[src/rtl/trigger_sequencer.sv]
// trigger_sequencer
// Qualifies edges on the registered comparator outputs (q, z) and sequences a
// single-shot acquisition: pre-trigger fill, armed wait, post-trigger capture
// and holdoff. The block drives the sample-buffer write enable and a one-cycle
// trigger marker. Software re-arms it through the register interface.
//
// Optional feature macro: AUTO_TRIGGER_EN
//   When it is defined, the block adds input auto_timeout and output trig_auto,
//   and the ARMED state forces a trigger after auto_timeout cycles.
//   When it is undefined, the block triggers on qualified edges only.

module trigger_sequencer #(
   parameter int CNT_W  = 16,
   parameter int HOLD_W = 16
`ifdef AUTO_TRIGGER_EN
  ,parameter int AUTO_W = 24
`endif
) (
   input  logic              clkIn,
   input  logic              nrstIn,
   input  logic              arm,
   input  logic              abort,
   input  logic              q,
   input  logic              z,
   input  logic [1:0]        edge_sel,
   input  logic [CNT_W-1:0]  pre_count,
   input  logic [CNT_W-1:0]  post_count,
   input  logic [HOLD_W-1:0] holdoff,
`ifdef AUTO_TRIGGER_EN
   input  logic [AUTO_W-1:0] auto_timeout,
   output logic              trig_auto,
`endif
   output logic              trig_pulse,
   output logic              capture_en,
   output logic              busy,
   output logic              done,
   output logic [2:0]        state
);

   typedef enum logic [2:0] {
      ST_IDLE    = 3'd0,
      ST_PRE     = 3'd1,
      ST_ARMED   = 3'd2,
      ST_POST    = 3'd3,
      ST_HOLDOFF = 3'd4
   } seqState_t;

   localparam logic [CNT_W-1:0]  CNT_ONE  = {{(CNT_W-1){1'b0}}, 1'b1};
   localparam logic [HOLD_W-1:0] HOLD_ONE = {{(HOLD_W-1){1'b0}}, 1'b1};

   seqState_t         r_state;
   logic [CNT_W-1:0]  r_cnt;
   logic [HOLD_W-1:0] r_holdCnt;
   logic              r_qD;
   logic [1:0]        r_edgeSel;
   logic [CNT_W-1:0]  r_pre;
   logic [CNT_W-1:0]  r_post;
   logic [HOLD_W-1:0] r_hold;
   logic              r_trigPulse;
   logic              r_captureEn;
   logic              r_busy;
   logic              r_done;

   logic              w_rise;
   logic              w_fall;
   logic              w_qualEdge;
   logic              w_fire;
   logic              w_preLast;
   logic              w_postLast;
   logic              w_holdLast;
   logic [CNT_W-1:0]  w_postLim;
   logic [HOLD_W-1:0] w_holdLim;
   logic [CNT_W-1:0]  w_cntInc;
   logic [HOLD_W-1:0] w_holdInc;

`ifdef AUTO_TRIGGER_EN
   localparam logic [AUTO_W-1:0] AUTO_ONE = {{(AUTO_W-1){1'b0}}, 1'b1};

   logic [AUTO_W-1:0] r_autoCnt;
   logic              r_trigAuto;
   logic              w_autoFire;
   logic [AUTO_W-1:0] w_autoInc;

   assign w_autoInc  = (r_autoCnt == {AUTO_W{1'b1}}) ? r_autoCnt : (r_autoCnt + AUTO_ONE);
   assign w_autoFire = (auto_timeout != '0) && (r_autoCnt == (auto_timeout - AUTO_ONE));
   assign w_fire     = w_qualEdge | w_autoFire;
   assign trig_auto  = r_trigAuto;
`else
   assign w_fire     = w_qualEdge;
`endif

   // Raw edges; while z is high, q is frozen upstream, so the block ignores edges there.
   assign w_rise = ~z &  q & ~r_qD;
   assign w_fall = ~z & ~q &  r_qD;

   // A zero post or holdoff length still gives one cycle in that state.
   assign w_postLim = (r_post == '0) ? '0 : (r_post - CNT_ONE);
   assign w_holdLim = (r_hold == '0) ? '0 : (r_hold - HOLD_ONE);

   assign w_preLast  = (r_cnt == (r_pre - CNT_ONE));
   assign w_postLast = (r_cnt == w_postLim);
   assign w_holdLast = (r_holdCnt == w_holdLim);

   // The counters saturate at all-ones instead of wrapping.
   assign w_cntInc  = (r_cnt == {CNT_W{1'b1}}) ? r_cnt : (r_cnt + CNT_ONE);
   assign w_holdInc = (r_holdCnt == {HOLD_W{1'b1}}) ? r_holdCnt : (r_holdCnt + HOLD_ONE);

   assign trig_pulse = r_trigPulse;
   assign capture_en = r_captureEn;
   assign busy       = r_busy;
   assign done       = r_done;
   assign state      = r_state;

   // Select which raw edge counts as a trigger, using the edge select latched at arm time.
   always_comb begin
      w_qualEdge = 1'b0;
      case (r_edgeSel)
         2'b00:   w_qualEdge = w_rise;
         2'b01:   w_qualEdge = w_fall;
         2'b10:   w_qualEdge = w_rise | w_fall;
         default: w_qualEdge = 1'b0;
      endcase
   end

   // One-cycle history of q for edge detection, updated in every state.
   always_ff @(posedge clkIn or negedge nrstIn) begin
      if (!nrstIn) begin
         r_qD <= 1'b0;
      end else begin
         r_qD <= q;
      end
   end

   // Acquisition sequencer; the outputs are registered along with the next state.
   always_ff @(posedge clkIn or negedge nrstIn) begin
      if (!nrstIn) begin
         r_state     <= ST_IDLE;
         r_cnt       <= '0;
         r_holdCnt   <= '0;
         r_edgeSel   <= 2'b00;
         r_pre       <= '0;
         r_post      <= '0;
         r_hold      <= '0;
         r_trigPulse <= 1'b0;
         r_captureEn <= 1'b0;
         r_busy      <= 1'b0;
         r_done      <= 1'b0;
`ifdef AUTO_TRIGGER_EN
         r_autoCnt   <= '0;
         r_trigAuto  <= 1'b0;
`endif
      end else begin
         r_trigPulse <= 1'b0;
`ifdef AUTO_TRIGGER_EN
         r_trigAuto  <= 1'b0;
`endif
         if (abort) begin
            r_state     <= ST_IDLE;
            r_cnt       <= '0;
            r_holdCnt   <= '0;
            r_captureEn <= 1'b0;
            r_busy      <= 1'b0;
`ifdef AUTO_TRIGGER_EN
            r_autoCnt   <= '0;
`endif
         end else begin
            case (r_state)
               ST_IDLE: begin
                  if (arm) begin
                     r_edgeSel   <= edge_sel;
                     r_pre       <= pre_count;
                     r_post      <= post_count;
                     r_hold      <= holdoff;
                     r_cnt       <= '0;
                     r_holdCnt   <= '0;
                     r_done      <= 1'b0;
                     r_busy      <= 1'b1;
                     r_captureEn <= 1'b1;
`ifdef AUTO_TRIGGER_EN
                     r_autoCnt   <= '0;
`endif
                     r_state     <= (pre_count == '0) ? ST_ARMED : ST_PRE;
                  end
               end
               ST_PRE: begin
                  if (w_preLast) begin
                     r_cnt   <= '0;
                     r_state <= ST_ARMED;
                  end else begin
                     r_cnt   <= w_cntInc;
                  end
               end
               ST_ARMED: begin
                  if (w_fire) begin
                     r_cnt       <= '0;
                     r_trigPulse <= 1'b1;
                     r_state     <= ST_POST;
`ifdef AUTO_TRIGGER_EN
                     r_trigAuto  <= ~w_qualEdge;
                     r_autoCnt   <= '0;
`endif
                  end else begin
`ifdef AUTO_TRIGGER_EN
                     r_autoCnt   <= w_autoInc;
`endif
                  end
               end
               ST_POST: begin
                  if (w_postLast) begin
                     r_holdCnt   <= '0;
                     r_captureEn <= 1'b0;
                     r_state     <= ST_HOLDOFF;
                  end else begin
                     r_cnt       <= w_cntInc;
                  end
               end
               ST_HOLDOFF: begin
                  if (w_holdLast) begin
                     r_busy  <= 1'b0;
                     r_done  <= 1'b1;
                     r_state <= ST_IDLE;
                  end else begin
                     r_holdCnt <= w_holdInc;
                  end
               end
               default: begin
                  r_cnt       <= '0;
                  r_holdCnt   <= '0;
                  r_captureEn <= 1'b0;
                  r_busy      <= 1'b0;
                  r_state     <= ST_IDLE;
               end
            endcase
         end
      end
   end

endmodule
[config.mk]
export PLATFORM = sky130hd
export DESIGN_NAME = trigger_sequencer
export DESIGN_NICKNAME = d
export VERILOG_FILES = /design/src/rtl/trigger_sequencer.sv
export SDC_FILE = /design/constraint.sdc
export NUM_CORES = 1
export LEC_CHECK = 0
export ABC_AREA = 1
export CAP_MARGIN = 20
export CORE_UTILIZATION = 53
export CTS_CLUSTER_SIZE = 28
export DETAILED_ROUTE_END_ITERATION = 8
export PLACE_DENSITY = 0.85
export SLEW_MARGIN = 40
export SYNTH_ARGS = -nofsm -noshare
export SYNTH_HDL_FRONTEND = slang
export SYNTH_SLANG_ARGS = --single-unit
[constraint.sdc]
create_clock -name clkIn -period 2.4 [get_ports clkIn]
set_input_delay 0.36 -clock clkIn [delete_from_list [all_inputs] [get_ports clkIn]]
set_output_delay 0.36 -clock clkIn [all_outputs]
set_load 0.01 [all_outputs]
=== Word-level counts from Yosys, hierarchy flattened ===
Cells that the tools add are included.
Widths: inputs -> output; s select.

* Register bits after elaboration: 90
* Input port bits: 56

* Add/subtract/negate cells: 5
* Equality and inequality tests: 25
* Multiplexer cells: 36
* Bitwise logic cells: 9
* Reduce and logical (&&, ||, !) cells: 16

{| class="wikitable"
|+ Operators by type and width
! cell !! number
|-
| $mux 16 || 12
|-
| $pmux 16 s5 || 1
|-
| $pmux 16 s4 || 1
|-
| $eq 16x16->1 || 3
|-
| $logic_not 16->1 || 3
|-
| $sub 16x1->16 const B || 3
|-
| $add 16x1->16 const B || 2
|-
| $eq 16x16->1 const B || 2
|-
| $ne 3x3->1 const B || 8
|-
| $mux 3 || 6
|-
| $pmux 3 s5 || 1
|-
| $mux 1 || 10
|-
| $reduce_and 5->1 || 2
|-
| $pmux 1 s3 || 3
|-
| $reduce_and 3->1 || 3
|-
| $reduce_and 4->1 || 2
|-
| $eq 3x2->1 const B || 2
|-
| $ne 2x1->1 const B || 3
|-
| $ne 2x2->1 const B || 3
|-
| $reduce_or 3->1 || 2
|-
| $and 1x1->1 || 4
|-
| $not 1->1 || 4
|-
| $eq 3x1->1 const B || 1
|-
| $eq 3x3->1 const B || 1
|-
| 9 further kinds || 9
|}

=== Longest topological paths before layout ===
Gate-level depths: netlist of the first run.

* Depth after elaboration: 8
* Depth in mapped cells: 20
* Mapped depth without buffers: 19

=== Least setup slack after synthesis of the first run ===
OpenSTA, ideal clock, no wires.

* Kind: register to register
* Start: register r_post[0]
* End: register r_holdCnt[6]
* Library setup time: 0.117 ns
* Arrival: 2.246 ns
* Path slack: 0.037 ns
* Stages on the path, launching flop included: 18
* Path buffers: 2
* Path through: dfrtp_1 > inv_1 > ha_1 > nand2_2 > nor2_4 > nand2_4 > buf_6 > nand3_1 > nand2_1 > nor2_1 > nand2_1 > nor2_2 > nand3_2 > a21oi_4 > nand2_4 > buf_6 > nand2_1 > nand2_1

* Cells in the longest elaborated chain, start to end: 5
* Elaborated cells between the ends (all ways): 6

{| class="wikitable"
|+ Ends and longest elaborated chain
! item !! RTL line !! RTL
|-
| start, declared || 57 || <nowiki>logic [CNT_W-1:0] r_post;</nowiki>
|-
| start signal, assigned || 172 || <nowiki>r_post <= post_count;</nowiki>
|-
| $sub 16x1->16 or $logic_not 16->1 (tied branches) || 97 || <nowiki>assign w_postLim = (r_post == '0) ? '0 : (r_post - CNT_ONE);</nowiki>
|-
| $mux 16 * || 97 ||
|-
| $eq 16x16->1 * || 101 || <nowiki>assign w_postLast = (r_cnt == w_postLim);</nowiki>
|-
| $ne 3x3->1 (no source line) * || -- ||
|-
| $reduce_and 5->1 (no source line) * || -- ||
|-
| end signal, assigned || 223 || <nowiki>r_holdCnt <= w_holdInc;</nowiki>
|-
| end, declared || 53 || <nowiki>logic [HOLD_W-1:0] r_holdCnt;</nowiki>
|}

Every way passes the cells marked *; elsewhere a longest branch is shown, timed or not.
A chain may end at the register's enable or synchronous reset.

=== Worst setup path in the final report of the first run ===
* Start: register r_post[1]
* End: register r_cnt[13]

* Cells in the longest elaborated chain, start to end: 5
* Elaborated cells between the ends (all ways): 6

{| class="wikitable"
|+ Ends and longest elaborated chain
! item !! RTL line !! RTL
|-
| $sub 16x1->16 or $logic_not 16->1 (tied branches) || 97 ||
|-
| $mux 16 * || 97 ||
|-
| $eq 16x16->1 * || 101 ||
|-
| $ne 3x3->1 (no source line) * || -- ||
|-
| $reduce_and 4->1 (no source line) * || -- ||
|-
| end signal, assigned || 190 || <nowiki>r_cnt <= w_cntInc;</nowiki>
|-
| end signal, assigned || 214 || <nowiki>r_cnt <= w_cntInc;</nowiki>
|-
| end, declared || 52 || <nowiki>logic [CNT_W-1:0] r_cnt;</nowiki>
|}

Marks and branches as above.

==> metrics.txt, run 1 <==
Gate power share a little under three fifths; final non-filler cell total roughly 1.3k; vias in the first global route roughly 6.8k; CTS tree built; root buf cell clkbuf_16; global-route wire length before repair slightly above 30 mm; RSZ-0062 raised after global routing true; Seq/Total Area, Yosys roughly a third; CP max FO 8; period utilisation layout 101%; status finished with violations; Area Growth Syn to Fin 29.9%; site row count 40; dpl cells around 1.3k; DP HPWL around 14 mm; sequential share of power ~28%; CP peak stage delay about 380 ps; Worst VDD drop 0.628 mV; Filler cells between 1k and 1.5k; number of flops mapped to enable cells by yosys 0; Routed Wire Length a little under 20 mm; PwrDens slightly above 1000 nW/um^2; Clk pwr share roughly 17%; fin nets approximately 1.2k; slew margin rel. between 60% and 70%; clk slew on worst S/H paths about 70 ps; f_max ~0.41 GHz; Max-Cap Viols 0; DIE HEIGHT 114 um; IO Pins 63; Pint approximately 4.6 mW; kind of critical path flip-flop to flip-flop; hold slack about 480 ps; ratio of cells with drive above 1 in the final layout 14.8%; Commonest cells post-synth nand2_1 (368), inv_1 (125), nand3_1 (116); fraction of registers with async set/reset 100%; PnR worst setup slack -18.8 ps; routed via count between 7k and 8k; crit path from r_post[1]; Post-DP Area 7800 um^2; Top FF cell, synth dfrtp_1; worst endpoint data arrival time ~2700 ps; starting density of the core approximately 55%; Netlist cell types 39; synth warn 0; count leader, synth nand2_1; Sink Count 90; Lkg Pwr a little over 4 nW; final slew viol count 0; largest area contributor in the netlist dfrtp_1; Vias per Instance ~5.6; RD Place Congestion a little under 1; IO Port Bufs 62; slowest stage cell on the critical path dfrtp_1; Chip Width about 110 um; critical path's most frequent cell nand2_1; GRT overflow 0; FF-to-FF setup slack -20 ps; Layout Skew roughly 12 ps; final setup vio count 8; 1st-iter DRT viols between 600 and 700; capture point of the worst path r_cnt[13]; RR Endpoint r_cnt[13]; failing checks negative setup slack; Detail Route Antenna Nets 0; NetSw 4.04 mW; WL per Instance ~15 um; largest net degree at the start of global routing 67; reg2reg path depth 17; Fin. Hold Viols 0; Clock Latency Late Sink between 300 and 400 ps; top-area cell type share of the netlist area between 30% and 40%; Mapped Nets between 1k and 1.5k; synthesized instance count between 1k and 1.5k; Total Power between 8 and 9 mW; reg2reg start r_post[1]; Final Cell Area 8620 um^2; Core ar. ~12,000 um^2; actual slew at the worst max-slew pin approximately 480 ps; H-tree Lvls 3; diode count 0; drt pass-1 iters 7; cells along the critical path inv_2 -> ha_4 -> nand2_4 -> nor2_4 -> buf_12 -> or2_4 -> nand3_1 -> nand2_1 -> nand2_1 -> nand2_1 -> nor2_2 -> buf_4 -> nand4_1 -> nand3_4 -> clkbuf_16 -> nand2_1 -> o21ai_0; top cells by area, synth dfrtp_1 (34%), nand2_1 (21%), nand3_1 (8.7%); switching part of the total between 40% and 50%; initial antenna violation count 0; syn avg cell area 6.31 um^2; Critical Path RT around 2700 ps; Post-Synthesis Cell Area approximately 6600 um^2; pre-CTS setup slack -134 ps; GRT Total Usage a little under a third; HP Class flip-flop to flip-flop; DRC violations left 0; CTS Buf Count 9; Max clock buf depth 2; critical path capture point type flip-flop; flops & latches, synth 90; die area 13,000 um^2; Final min period 2420 ps; CP Launch Type flip-flop
==> kinds of logic (layout without fill, tap and decap cells) <==
group | count (synthesis) | after routing | synth area share, %
fa+ha+maj | 5 | 5 | 0.943
flops | 90 | 90 | 33.9
buf+inv | 155 | 277 | 9.39
xor+xnor | 27 | 27 | 3.56
simple gates | 680 | 684 | 44.2
compound gates | 94 | 94 | 7.96
==> flip-flops by register name, indices dropped and copies added, names as in the netlist, 2 cells and up <==
name       count
r_cnt         16
r_pre         16
r_hold        16
r_holdCnt     16
r_post        16
r_edgeSel      2
state          3
==> worst max-delay path: cells and delay by family (launching register included) <==
family	cells	cell delay, ps
AND/OR/NAND/NOR	11	1160
flip-flops	1	380
adder cells (fa/ha/maj)	1	180
buffers and inverters	4	540
AO/OA/AOI/OAI	1	80
==> worst min path at each step <==
| stage | from | endpoint | slack, ps | cells past startpoint |
|---|---|---|---|---|
| after detailed placement | nrstIn | r_cnt[3] | 350 | 1 |
| after floorplan | nrstIn | busy | 60 | 0 |
| after CTS | capture_en | capture_en | 490 | 2 |
| after global placement | nrstIn | r_cnt[3] | 340 | 1 |
| after global routing | capture_en | capture_en | 510 | 2 |
| final | capture_en | capture_en | 480 | 2 |
==> routing by layer <==
| metal | vias to the layer above | routed length (um) | global-route usage, % |
|---|---|---|---|
| met3 | 59 | 1290 | 4.20 |
| met5 | - | 0 | 0 |
| met2 | 326 | 9410 | 51.1 |
| met4 | 0 | 633 | 12.9 |
| li1 | 3651 | - | - |
| met1 | 3470 | 8400 | 38.8 |
==> power by group through the flow <==
stage / Sequential [mW] / Combinational (mW) / Clock, mW
finish: 2.44 / 4.78 / 1.44
global route: 2.50 / 5.34 / 1.51
CTS: 2.40 / 4.30 / 1.45
detailed placement: 2.41 / 4.09 / 0
global placement: 2.40 / 3.99 / 0
floorplan: 2.32 / 2.76 / 0
==> cells in the final DEF, fill, tap and decap left out, drive strengths merged, types with 2 or more instances in the layout <==
cell / instances
nand2: 376
dfrtp: 90
buf: 72
nand3b: 4
a21oi: 12
nor2: 118
ha: 5
clkdlybuf4s50: 61
a31oi: 2
and2: 2
nand3: 117
nor3: 14
inv: 131
o21a: 2
nand4: 32
or2: 4
xor2: 24
o2111ai: 6
nor4: 16
clkbuf: 11
o21ai: 65
xnor2: 3
a211oi: 2
==> layout make-up <==
type	instances	area, um^2	area share (%)
clock buffer	9	225	2.61
sequential	90	2260	26.2
timing repair buffer	136	1320	15.3
inverter	125	469	5.44
tap	168	210	2.44
clock inverter	7	65.1	0.755
multi-input combinational	810	4080	47.3
==> what timing repair did <==
action | CTS | global route
pin swaps | 10 | 26
setup endpoints to repair | 35 | 38
gates cloned | 3 | 5
gates resized for setup | 24 | 69
endpoints found under the hold margin | 35 | 0
hold buffers | 1 | 0
setup buffers | 3 | 9
==> per-stage QoR <==
stage               util [%]  setup TNS (ps)
detailed placement      64.4           -2650
CTS                     68.3               0
finish                  71.2           -59.9
floorplan                  -               0
global placement        64.4            -465
global route            71.2           -5690
(Power assumes the default switching activity.)
==> run 2, diff against run 1 <==
CORE_UTILIZATION = 62   (was 53)
PLACE_DENSITY = 0.92   (was 0.85)
RECOVER_POWER = 25   (was unset)
clock period = 3 ns   (was 2.4 ns; I/O delays follow)
==> run 2 against run 1 <==
Effect of this change: the flow now finishes without violations; power fell by 34%; sequential cell count did not move; die area fell by 14%; via count fell by 6.4%; setup slack improved by 240 ps; utilization rose by 2.4 points; global-route usage rose by 2.5 points; cell area fell by 12%; worst hold slack got worse by 110 ps; register-to-register slack improved by 240 ps; cell count fell by 7.1%; count of clock-buffer cells in the layout did not move; largest power group unchanged; highest routed layer unchanged.
==> metrics.txt, run 2 (synthesis results as in run 1) <==
status finished clean (was finished with violations); final setup vio count 0 (was 8); Core ar. 10,400 um^2 (was 12,100 um^2); DRC violations left 0 (unchanged); 1st-iter DRT viols 674 (was 641); routed via count 7,022 (was 7,506); Sink Count 90 (unchanged); kind of critical path flip-flop to flip-flop (unchanged); f_max 0.360 GHz (was 0.413 GHz); RD Place Congestion 0.935 (was 0.984); Detail Route Antenna Nets 0 (unchanged); Fin. Hold Viols 0 (unchanged); Max clock buf depth 2 (unchanged); CTS tree built (unchanged); DIE HEIGHT 105 um (was 114 um); DP HPWL 13.3 mm (was 14.2 mm); CP max FO 12 (was 8); worst endpoint data arrival time 3030 ps (was 2700 ps); clk slew on worst S/H paths 110 ps (was 70 ps); fin nets 1,170 (was 1,233); Vias per Instance 5.62 (was 5.58); RSZ-0062 raised after global routing false (was true); slew margin rel. 9.71% (was 68.0%); CTS Buf Count 9 (unchanged); critical path capture point type flip-flop (unchanged); CP Launch Type flip-flop (unchanged); H-tree Lvls 3 (unchanged); actual slew at the worst max-slew pin 1350 ps (was 480 ps); starting density of the core 64.0% (was 54.8%); IO Pins 63 (unchanged); final slew viol count 0 (unchanged); commonest non-fill, non-tap cell in the layout nand2_1 (unchanged); IO Port Bufs 62 (unchanged); die area 11,100 um^2 (was 13,000 um^2); drt pass-1 iters 5 (was 7); WL per Instance 14.0 um (was 14.7 um); Chip Width 105 um (was 114 um); Layout Skew 17.4 ps (was 11.9 ps); Lkg Pwr 3.69 nW (was 4.09 nW); vias in the first global route 6,335 (was 6,773); Clock Latency Late Sink 370 ps (about the same); largest net degree at the start of global routing 67 (unchanged); period utilisation layout 92.6% (was 101%); Critical Path RT 3250 ps (was 2680 ps); ratio of cells with drive above 1 in the final layout 4.76% (was 14.8%); Routed Wire Length 17.4 mm (was 19.7 mm); root buf cell clkbuf_8 (was clkbuf_16); Final min period 2780 ps (was 2420 ps); Area Growth Syn to Fin 14.9% (was 29.9%); hold_buf cts 0 (was 1); hold slack 374 ps (was 482 ps); GRT overflow 0 (unchanged); Max-Cap Viols 0 (unchanged); PwrDens 754 nW/um^2 (was 1010 nW/um^2); initial antenna violation count 0 (unchanged); site row count 37 (was 40); GRT Total Usage 32.7% (was 30.2%); commonest cells after routing, fill and taps aside nand2_1 (367), inv_1 (125), nand3_1 (116) (was nand2_1 (349), inv_1 (119), nand3_1 (108)); HP Class input pin to asynchronous set/reset pin (was flip-flop to flip-flop); diode count 0 (unchanged); setup_tns 0 ps (was -59.9 ps); global-route wire length before repair 29.2 mm (was 31.1 mm); Worst VDD drop 0.447 mV (was 0.628 mV); reg2reg path depth 16 (was 17)
## run 2: cell types whose count changed in the layout (fill, tap and decap cells not counted), moves of 7 or more
cell       before  now
nor2_2         15    7
buf_4          58   13
nor2_1         93  108
nand2_2        18    1
clkbuf_8        0    9
nand2_1       349  367
buf_6           8    0
nand3_1       108  116
clkbuf_16      11    0
nand3_2         8    1
nor2_4         10    3
## run 2: repair_timing
action,CTS,global route
setup endpoints to repair,0,20
setup buffers,0,3
hold endpoints to repair,0,0
gates resized for setup,0,4
## run 2: worst paths after layout
path                               to  slack [ps]  startpoint
min                          r_cnt[4]         370      nrstIn
min in group clkIn         capture_en         510  capture_en
max                        capture_en         220   r_post[0]
max in group asynchronous    r_pre[6]        1650      nrstIn
max reg2reg                capture_en         220   r_post[0]
min reg2reg                capture_en         510  capture_en
## run 2: routing by layer
metal  up-vias  wire [um]  track usage (%)
li1       3496          -                -
met1      3178       7560             43.8
met2       303       8200             54.6
met3        45       1230             3.40
met4         0        452             12.4
met5         -          0                0
## run 2: worst max-delay path, cell delays in order (launching register included)
cell and delay, ps:
dfrtp_1 370, inv_1 140, ha_1 280, nand2_2 110, nor2_1 270, nand4_1 210, nand2_1 120, nand2_1 60
nand2_1 60, nand2_1 60, nor2_2 190, nand3_2 140, a21oi_4 330, buf_12 170, nand2_1 50, nand2_1 50
nand2_1 50
## run 2: through the flow
step,area [um^2],instances,total power [mW],util [%],setup slack (ps)
floorplan,6640,1051,4.07,-,637
global placement,7380,1231,4.75,71.2,228
detailed placement,7380,1231,4.83,71.2,136
CTS,7570,1247,5.66,73.0,114
global route,7620,1250,6.27,73.5,23.4
finish,7620,1250,5.75,73.5,222
## run 2: layout make-up
cell class | count | area [um^2]
Sequential cell | 90 | 2250
Fill cell | 858 | 2750
Inverter | 125 | 469
Clock inverter | 7 | 66.3
Multi-Input combinational cell | 806 | 3790
Timing Repair Buffer | 77 | 753
Clock buffer | 9 | 124
Tap cell | 136 | 170
## run 2: report_power, final
group          internal, mW  switching (mW)  total [mW]
clock network         0.324           0.512       0.835
logic                  1.07            1.90        2.96
registers              1.57           0.381        1.95
==> run 3, diff against run 2 <==
CTS_BUF_LIST = sky130_fd_sc_hd__clkbuf_4 sky130_fd_sc_hd__clkbuf_8   (was unset)
==> results of run 3 <==
Final layout, timing and power as in run 2 (identical DEF).
